==> src/rtl/dm_pkg.sv <==
// dm_pkg: shared definitions for the data-memory responder slice.
//   DATA_W_DEF / ADDR_W_DEF : default word width and word-address width
//   CNT_W                   : latency counter width (covers LATENCY 1..15)
//   dm_state_t              : responder FSM states
package dm_pkg;

  localparam int DATA_W_DEF = 32;
  localparam int ADDR_W_DEF = 7;
  localparam int CNT_W      = 4;

  typedef enum logic [1:0] {
    S_IDLE = 2'd0,
    S_WAIT = 2'd1,
    S_DONE = 2'd2,
    S_HOLD = 2'd3
  } dm_state_t;

endpackage

==> src/rtl/dm_array.sv <==
// dm_array: synchronous single-port word storage, 2^ADDR_W x DATA_W.
//   clk   : clock, all activity on the rising edge
//   we    : write enable, mem[addr] <= wdata
//   re    : read enable, rdata <= mem[addr]
//   addr  : word address
//   wdata : write data
//   rdata : registered read data, holds its value while re is low
// Contents and rdata are never reset so the array maps onto block RAM.
module dm_array
  import dm_pkg::*;
#(
  parameter int DATA_W = DATA_W_DEF,
  parameter int ADDR_W = ADDR_W_DEF
) (
  input  logic              clk,
  input  logic              we,
  input  logic              re,
  input  logic [ADDR_W-1:0] addr,
  input  logic [DATA_W-1:0] wdata,
  output logic [DATA_W-1:0] rdata
);

  localparam int DEPTH = 1 << ADDR_W;

  logic [DATA_W-1:0] mem [DEPTH];

  always_ff @(posedge clk) begin
    if (we) begin
      mem[addr] <= wdata;
    end
    if (re) begin
      rdata <= mem[addr];
    end
  end

endmodule

==> src/rtl/dm_responder.sv <==
// dm_responder: memory side of the DM request/done handshake with a
// programmable access latency.
//   clk   : clock
//   rst   : asynchronous reset, active low
//   ena   : request valid, held high by the initiator until done
//   wea   : 1 = write, 0 = read (sampled with ena)
//   addra : word address (sampled with ena)
//   dina  : write data (sampled with ena)
//   douta : read data of the most recent completed read
//   done  : one-cycle completion pulse
//   busy  : high from acceptance until the FSM is back in IDLE
module dm_responder
  import dm_pkg::*;
#(
  parameter int DATA_W  = DATA_W_DEF,
  parameter int ADDR_W  = ADDR_W_DEF,
  parameter int LATENCY = 2
) (
  input  logic              clk,
  input  logic              rst,
  input  logic              ena,
  input  logic              wea,
  input  logic [ADDR_W-1:0] addra,
  input  logic [DATA_W-1:0] dina,
  output logic [DATA_W-1:0] douta,
  output logic              done,
  output logic              busy
);

  if (LATENCY < 1 || LATENCY > 15) begin : g_bad_latency
    $error("dm_responder: LATENCY must be in 1..15");
  end

  localparam logic [CNT_W-1:0] CNT_LOAD = CNT_W'(LATENCY - 1);

  dm_state_t         state_q, state_d;
  logic [CNT_W-1:0]  cnt_q, cnt_d;
  logic              busy_q, busy_d;
  logic              done_q, done_d;
  logic              rd_valid_q, rd_valid_d;
  logic              latch_en;
  logic              wea_q;
  logic [ADDR_W-1:0] addr_q;
  logic [DATA_W-1:0] data_q;
  logic              arr_we, arr_re;
  logic [DATA_W-1:0] arr_rdata;

  dm_array #(
    .DATA_W (DATA_W),
    .ADDR_W (ADDR_W)
  ) u_array (
    .clk   (clk),
    .we    (arr_we),
    .re    (arr_re),
    .addr  (addr_q),
    .wdata (data_q),
    .rdata (arr_rdata)
  );

  // The array read register has no reset, so douta is forced to zero until
  // the first read after reset has completed. arr_rdata only changes on a
  // read, which keeps douta stable across writes, idle and HOLD.
  assign douta = rd_valid_q ? arr_rdata : '0;
  assign done  = done_q;
  assign busy  = busy_q;

  always_ff @(posedge clk or negedge rst) begin
    if (!rst) begin
      state_q    <= S_IDLE;
      cnt_q      <= '0;
      busy_q     <= 1'b0;
      done_q     <= 1'b0;
      rd_valid_q <= 1'b0;
    end else begin
      state_q    <= state_d;
      cnt_q      <= cnt_d;
      busy_q     <= busy_d;
      done_q     <= done_d;
      rd_valid_q <= rd_valid_d;
    end
  end

  // Request capture: once accepted, later changes on the inputs are ignored.
  always_ff @(posedge clk or negedge rst) begin
    if (!rst) begin
      wea_q  <= 1'b0;
      addr_q <= '0;
      data_q <= '0;
    end else if (latch_en) begin
      wea_q  <= wea;
      addr_q <= addra;
      data_q <= dina;
    end
  end

  // The array is only enabled on the WAIT->DONE edge. In DONE a still-high
  // ena is the same, already served request, so the FSM parks in HOLD until
  // ena drops instead of re-executing it.
  always_comb begin
    state_d    = state_q;
    cnt_d      = cnt_q;
    busy_d     = busy_q;
    done_d     = 1'b0;
    rd_valid_d = rd_valid_q;
    latch_en   = 1'b0;
    arr_we     = 1'b0;
    arr_re     = 1'b0;
    case (state_q)
      S_IDLE: begin
        if (ena) begin
          latch_en = 1'b1;
          cnt_d    = CNT_LOAD;
          busy_d   = 1'b1;
          state_d  = S_WAIT;
        end
      end
      S_WAIT: begin
        if (cnt_q != '0) begin
          cnt_d = cnt_q - CNT_W'(1);
        end else begin
          arr_we  = wea_q;
          arr_re  = ~wea_q;
          done_d  = 1'b1;
          state_d = S_DONE;
          if (!wea_q) begin
            rd_valid_d = 1'b1;
          end
        end
      end
      S_DONE: begin
        if (ena) begin
          state_d = S_HOLD;
        end else begin
          busy_d  = 1'b0;
          state_d = S_IDLE;
        end
      end
      S_HOLD: begin
        if (!ena) begin
          busy_d  = 1'b0;
          state_d = S_IDLE;
        end
      end
      default: begin
        busy_d  = 1'b0;
        state_d = S_IDLE;
      end
    endcase
  end

endmodule

==> config.mk <==
export PLATFORM = sky130hd
export DESIGN_NAME = dm_responder
export DESIGN_NICKNAME = d
export VERILOG_FILES = /design/src/rtl/dm_pkg.sv /design/src/rtl/dm_array.sv /design/src/rtl/dm_responder.sv
export SDC_FILE = /design/constraint.sdc
export NUM_CORES = 2
export LEC_CHECK = 0
export CORE_MARGIN = 2
export CORE_UTILIZATION = 30
export DETAILED_ROUTE_END_ITERATION = 6
export HOLD_SLACK_MARGIN = 0.12
export PLACE_DENSITY = 0.54
export SYNTH_ARGS = -nofsm -noshare
export SYNTH_HDL_FRONTEND = slang
export SYNTH_SLANG_ARGS = --single-unit
export TNS_END_PERCENT = 50
==> constraint.sdc <==
create_clock -name clk -period 5.9 [get_ports clk]
set_clock_uncertainty 0.2 [all_clocks]
set_input_delay 1.18 -clock clk [delete_from_list [all_inputs] [get_ports clk]]
set_output_delay 1.18 -clock clk [all_outputs]
set_load 0.02 [all_outputs]
Yosys cells after proc, flatten, opt, wreduce, memory -nomap -nowiden. Memories as Yosys holds them, arrays and structs flattened. A register that Yosys moved wholly into a read port is not among the register bits. Cells that the tools add are included.

Reductions and logical operators: 9. Bitwise logic cells: 2. Mux-type cells: 22. Add/subtract/negate cells: 1. Eq/ne operators: 8.

Operator list (number): two-way mux 32 bit (1); two-way mux 1 bit (12); AND reduction 3 bit (4); != test 2 bit, second input constant (5); two-way mux 2 bit (4); two-way mux 4 bit (2); case mux 2 bit (4 select lines) (1); case mux 4 bit (2 select lines) (1); equality test 2 bit, second input constant (2); nonzero test 2 bit (2); nonzero test 4 bit (1); subtractor 4 x 1 -> 4 bit, second input constant (1); equality test 2 x 1 -> 1 bit, second input constant (1); logical NOT 2 bit (1); inverter 1 bit (2); case mux 1 bit (2 select lines) (1); OR reduction 2 bit (1).

Memory bits (writable): 4096. Register bits after elaboration: 49. Word-level logic and storage cells: 51. Memories: 1. Bits of input ports: 43. Output and inout bits: 34.

Memory list: u_array.mem (words 128, width 32, read ports 1, clocked after memory_dff 1, wr ports 1, RTL line dm_array.sv:25) `logic [DATA_W-1:0] mem [DEPTH];`.

Depth between registers and ports, before layout.
Depth in word-level cells: 5. Depth in mapped cells: 13.

Hierarchy. Synthesis repeated with hierarchy kept, for this count alone.

Cells, all modules: 9120. Area total of the unflattened synthesis: 159930.9 µm².

By module, submodules not included: dm_array (instances 1, area each 157577.4 µm², sequential area each 123958.9 µm², cells an instance 8954); dm_responder (instances 1, area each 2353.5 µm², sequential area each 1226.2 µm², cells an instance 166).

Worst setup path before layout. Ideal clock, no wire load.

Path type: register to register. From: register addr_q[1]. To: memory u_array.mem[101][0] in the netlist's numbering, enable pin. Library setup time: 0.421 ns. Path slack: 1.703 ns. Stages on the path, launching flop included: 10. Arrival time: 3.576 ns. Path buffers: 6. Path through: dfrtp_1 > buf_4 > and3b_1 > clkbuf_1 > clkbuf_1 > buf_2 > buf_1 > nand2_1 > clkbuf_1 > nor2_1.

RTL lines: start, declared (RTL line dm_responder.sv:43) `logic [ADDR_W-1:0] addr_q;`; start signal, assigned (RTL line dm_responder.sv:91) `addr_q <= addra;`; end, declared (RTL line dm_array.sv:25).

No word-level cell before the write port.

==> results.toml <==
[setup_path]
slowest_stage = "a2111oi_1"
worstPathRequired_ns = 6.46
arrival_ns = 6.23
critical_path.most_common_cell = "buf_4"
worstPathMaxFanout = 39
timing.setup.critical_path_class = "register to register"
cp-end-kind = "register"
rrSetupSlack_ns = 0.23
crit_path_cell_trace = "buf_4 > and3b_2 > buf_4 > a22oi_1 > and4_1 > o22ai_1 > a2111oi_1 > buf_4 > nand4_1 > a211o_1"
start_kind = "register"
critPathMaxStageDelay_ns = 1.26

[grt]
track_usage_pct = 20.01
grt_max_degree = 124
grt_pass1_wl_um = 757600
overflow = 0
antenna_found_initial = 67
grt_pass1_vias = 92520

[place]
dp_hpwl_um = 331600
gp_congestion = 0.9140
numPortBuffers = 76
placed_area_sq_mm = 0.1710
dp_cells = 16060

[synth]
async_flop_share_pct = 1.173
syn_inst = 9198
ys_seq_area_share_pct = 79.14
synth_nets = 9243
synth.avg_cell_area_sq_um = 17.20
synth_edf_count = 4128
ys.warnings.count = 0
syn_area_sq_mm = 0.1582
ys.flop_type = "edfxtp_1"
ys_ff_latch = 4177
ys_types = 71

[final_layout]
final_common_cell = "edfxtp_1"
drive_above_1_share_pct = 15.83
multi_input_area_sq_mm = 0.03125
area_delta_synth_final_pct = 16.73
finalNetCount = 9564
regArea_sq_mm = 0.1253
fin_area_sq_mm = 0.1847
fillers = 48830
final_cells = 16860
layout_common_cells = "edfxtp_1, nand2_1, a22oi_1"

[pwr]
switching_share_pct = 38.01
seq_power_share_pct = 41.1
p_sw_mw = 37.28
combPwrFrac_pct = 31.9
p_leak_nw = 56.59
internal_power_mw = 60.81
ir_worst_vdd_mv = 0.5191
p_clk_share_pct = 27.0
power_density_mw_per_mm2 = 531.2

[clocking]
worstSkewPairLatency_ns = 1.05
cts.repair.resized = 0
clkSlewWorstSetupHoldPaths_ns = 0.06
cts_setup_buffers = 0
cts_sinks = 4177
ctsHoldBuffers = 1
cts-htree-levels = 5
cts_tree = "built"
cts_root_buf = "clkbuf_16"
cts_max_path_buffers = 4
cts_buffers = 420

[sta]
fin_crit_sh_pct = 96.06
tightest_slew_ns = 1.498
tns_ns = 0
rsz0062_at_grt = "false"
final_hold_viol_count = 0
post-route-min-period_ns = 5.668
relSlewSlack_pct = -0.3169
clock.fmax_mhz = 176.4
slew_violations = 1
setup_violations = 0
hold_ws_ns = 0.3066

[drt]
route.detailed.drc = 19
ant_nets = 0
wl_per_cell_um = 32.85
dr.first_iter.drc_count = 16540
firstDrtPassIters = 7
wirelength_um = 553600
vias_per_cell = 5.747
vias = 96870

[outcome]
violations = "design-rule violations, max-capacitance violations, max-slew violations"
status = "complete, but fails checks"

[floorplan]
io_pins = 77
row_count = 266
fp.dieH_um = 730.2
initial_core_util_pct = 30.14
coreArea_sq_mm = 0.5249
die_area_sq_mm = 0.5331
dieWidth_um = 730.2

[hold_path]
hold_path.class = "register to register"

[flow_run]
drv_cap = 5
[cells in the mapped netlist, types with 114 or more instances]
cell type / number / area [sq um]
edfxtp_1: 4128 / 124000
nand2_1: 622 / 2335
a22oi_1: 585 / 4392
a221oi_1: 458 / 4011
a21oi_1: 364 / 1822
nor2_1: 360 / 1351
clkbuf_1: 347 / 1303
o22ai_1: 258 / 1614
mux2i_1: 225 / 2252
o21ai_0: 221 / 1106
buf_2: 206 / 1031
a222oi_1: 191 / 1912
nor3_1: 167 / 835.8
mux2_2: 114 / 1284
[worst max-delay path: cells and delay by family, from the launching register on]
family	cells	cell delay, ns
buf+inv	3	1.31
compound gates	4	1.95
simple gates	3	0.95
flops	1	0.86
[cell type report]
cell class | count | share of cell area (%)
inverters | 8 | 0.02304
flip-flops and latches | 4177 | 67.87
clock inverters | 260 | 1.356
diodes | 24 | 0.03253
clock buffers | 507 | 5.969
repair buffers | 594 | 3.103
multi-input cells | 4318 | 16.93
well taps | 6968 | 4.722
[cell families after synthesis]
family	Yosys count	share of synthesized area (%)
xor gates and xnor gates	2	0.01108
and+or+nand+nor	1409	3.954
DFF	4177	79.14
AOI/OAI and AO/OA	2480	11.50
adders and majority gates	2	0.01582
buffers and inverters	703	1.924
muxes	425	3.460
[sequential cells by signal, summed over array words and instances, names as in the netlist]
name and cells:
data_q 32, rd_valid_q 1, done 1, u_array.mem 4096
busy 1, addr_q 7, state_q 2, wea_q 1
cnt_q 4, u_array.rdata 32
[worst paths after layout]
check / startpoint / end / depth (start not counted)
worst min-delay path: cnt_q[1]$_DFFE_PN0P_ / cnt_q[1]$_DFFE_PN0P_ / 2
min in group asynchronous: rst / data_q[19]$_DFFE_PN0P_ / 2
worst min register to register: cnt_q[1]$_DFFE_PN0P_ / cnt_q[1]$_DFFE_PN0P_ / 2
worst max register to register: addr_q[0]$_DFFE_PN0P_ / u_array.rdata[9]$_DFFE_PP_ / 10
worst max-delay path: addr_q[0]$_DFFE_PN0P_ / u_array.rdata[9]$_DFFE_PP_ / 10
max in group asynchronous: rst / addr_q[3]$_DFFE_PN0P_ / 2
[through the flow]
step | total power, mW | utilization, % | setup slack [ns]
after floorplan | 54.95 | - | 1.703
after global placement | 71.11 | 32.58 | 0.3710
after detailed placement | 71.53 | 32.59 | 0.4091
after CTS | 97.75 | 35.17 | 0.3633
after global routing | 100.6 | 35.17 | 0.1951
final | 98.09 | 35.18 | 0.2322
[metal layers]
layer	global-route usage, %	vias up	wire (um)
met2	30.07	6437	243200
met1	27.08	50620	215100
met4	9.385	18	29130
li1	-	38760	-
met5	0	-	114
met3	5.191	1031	66120
[power groups by stage]
stage	registers [mW]	logic (mW)	clock network [mW]
floorplan	40.7	14.3	0
global placement	40.8	30.3	0
detailed placement	40.9	30.6	0
CTS	40.3	30.7	26.8
global route	40.4	32.3	27.9
finish	40.3	31.3	26.5
No activity file was read; power rests on OpenSTA's default activity.
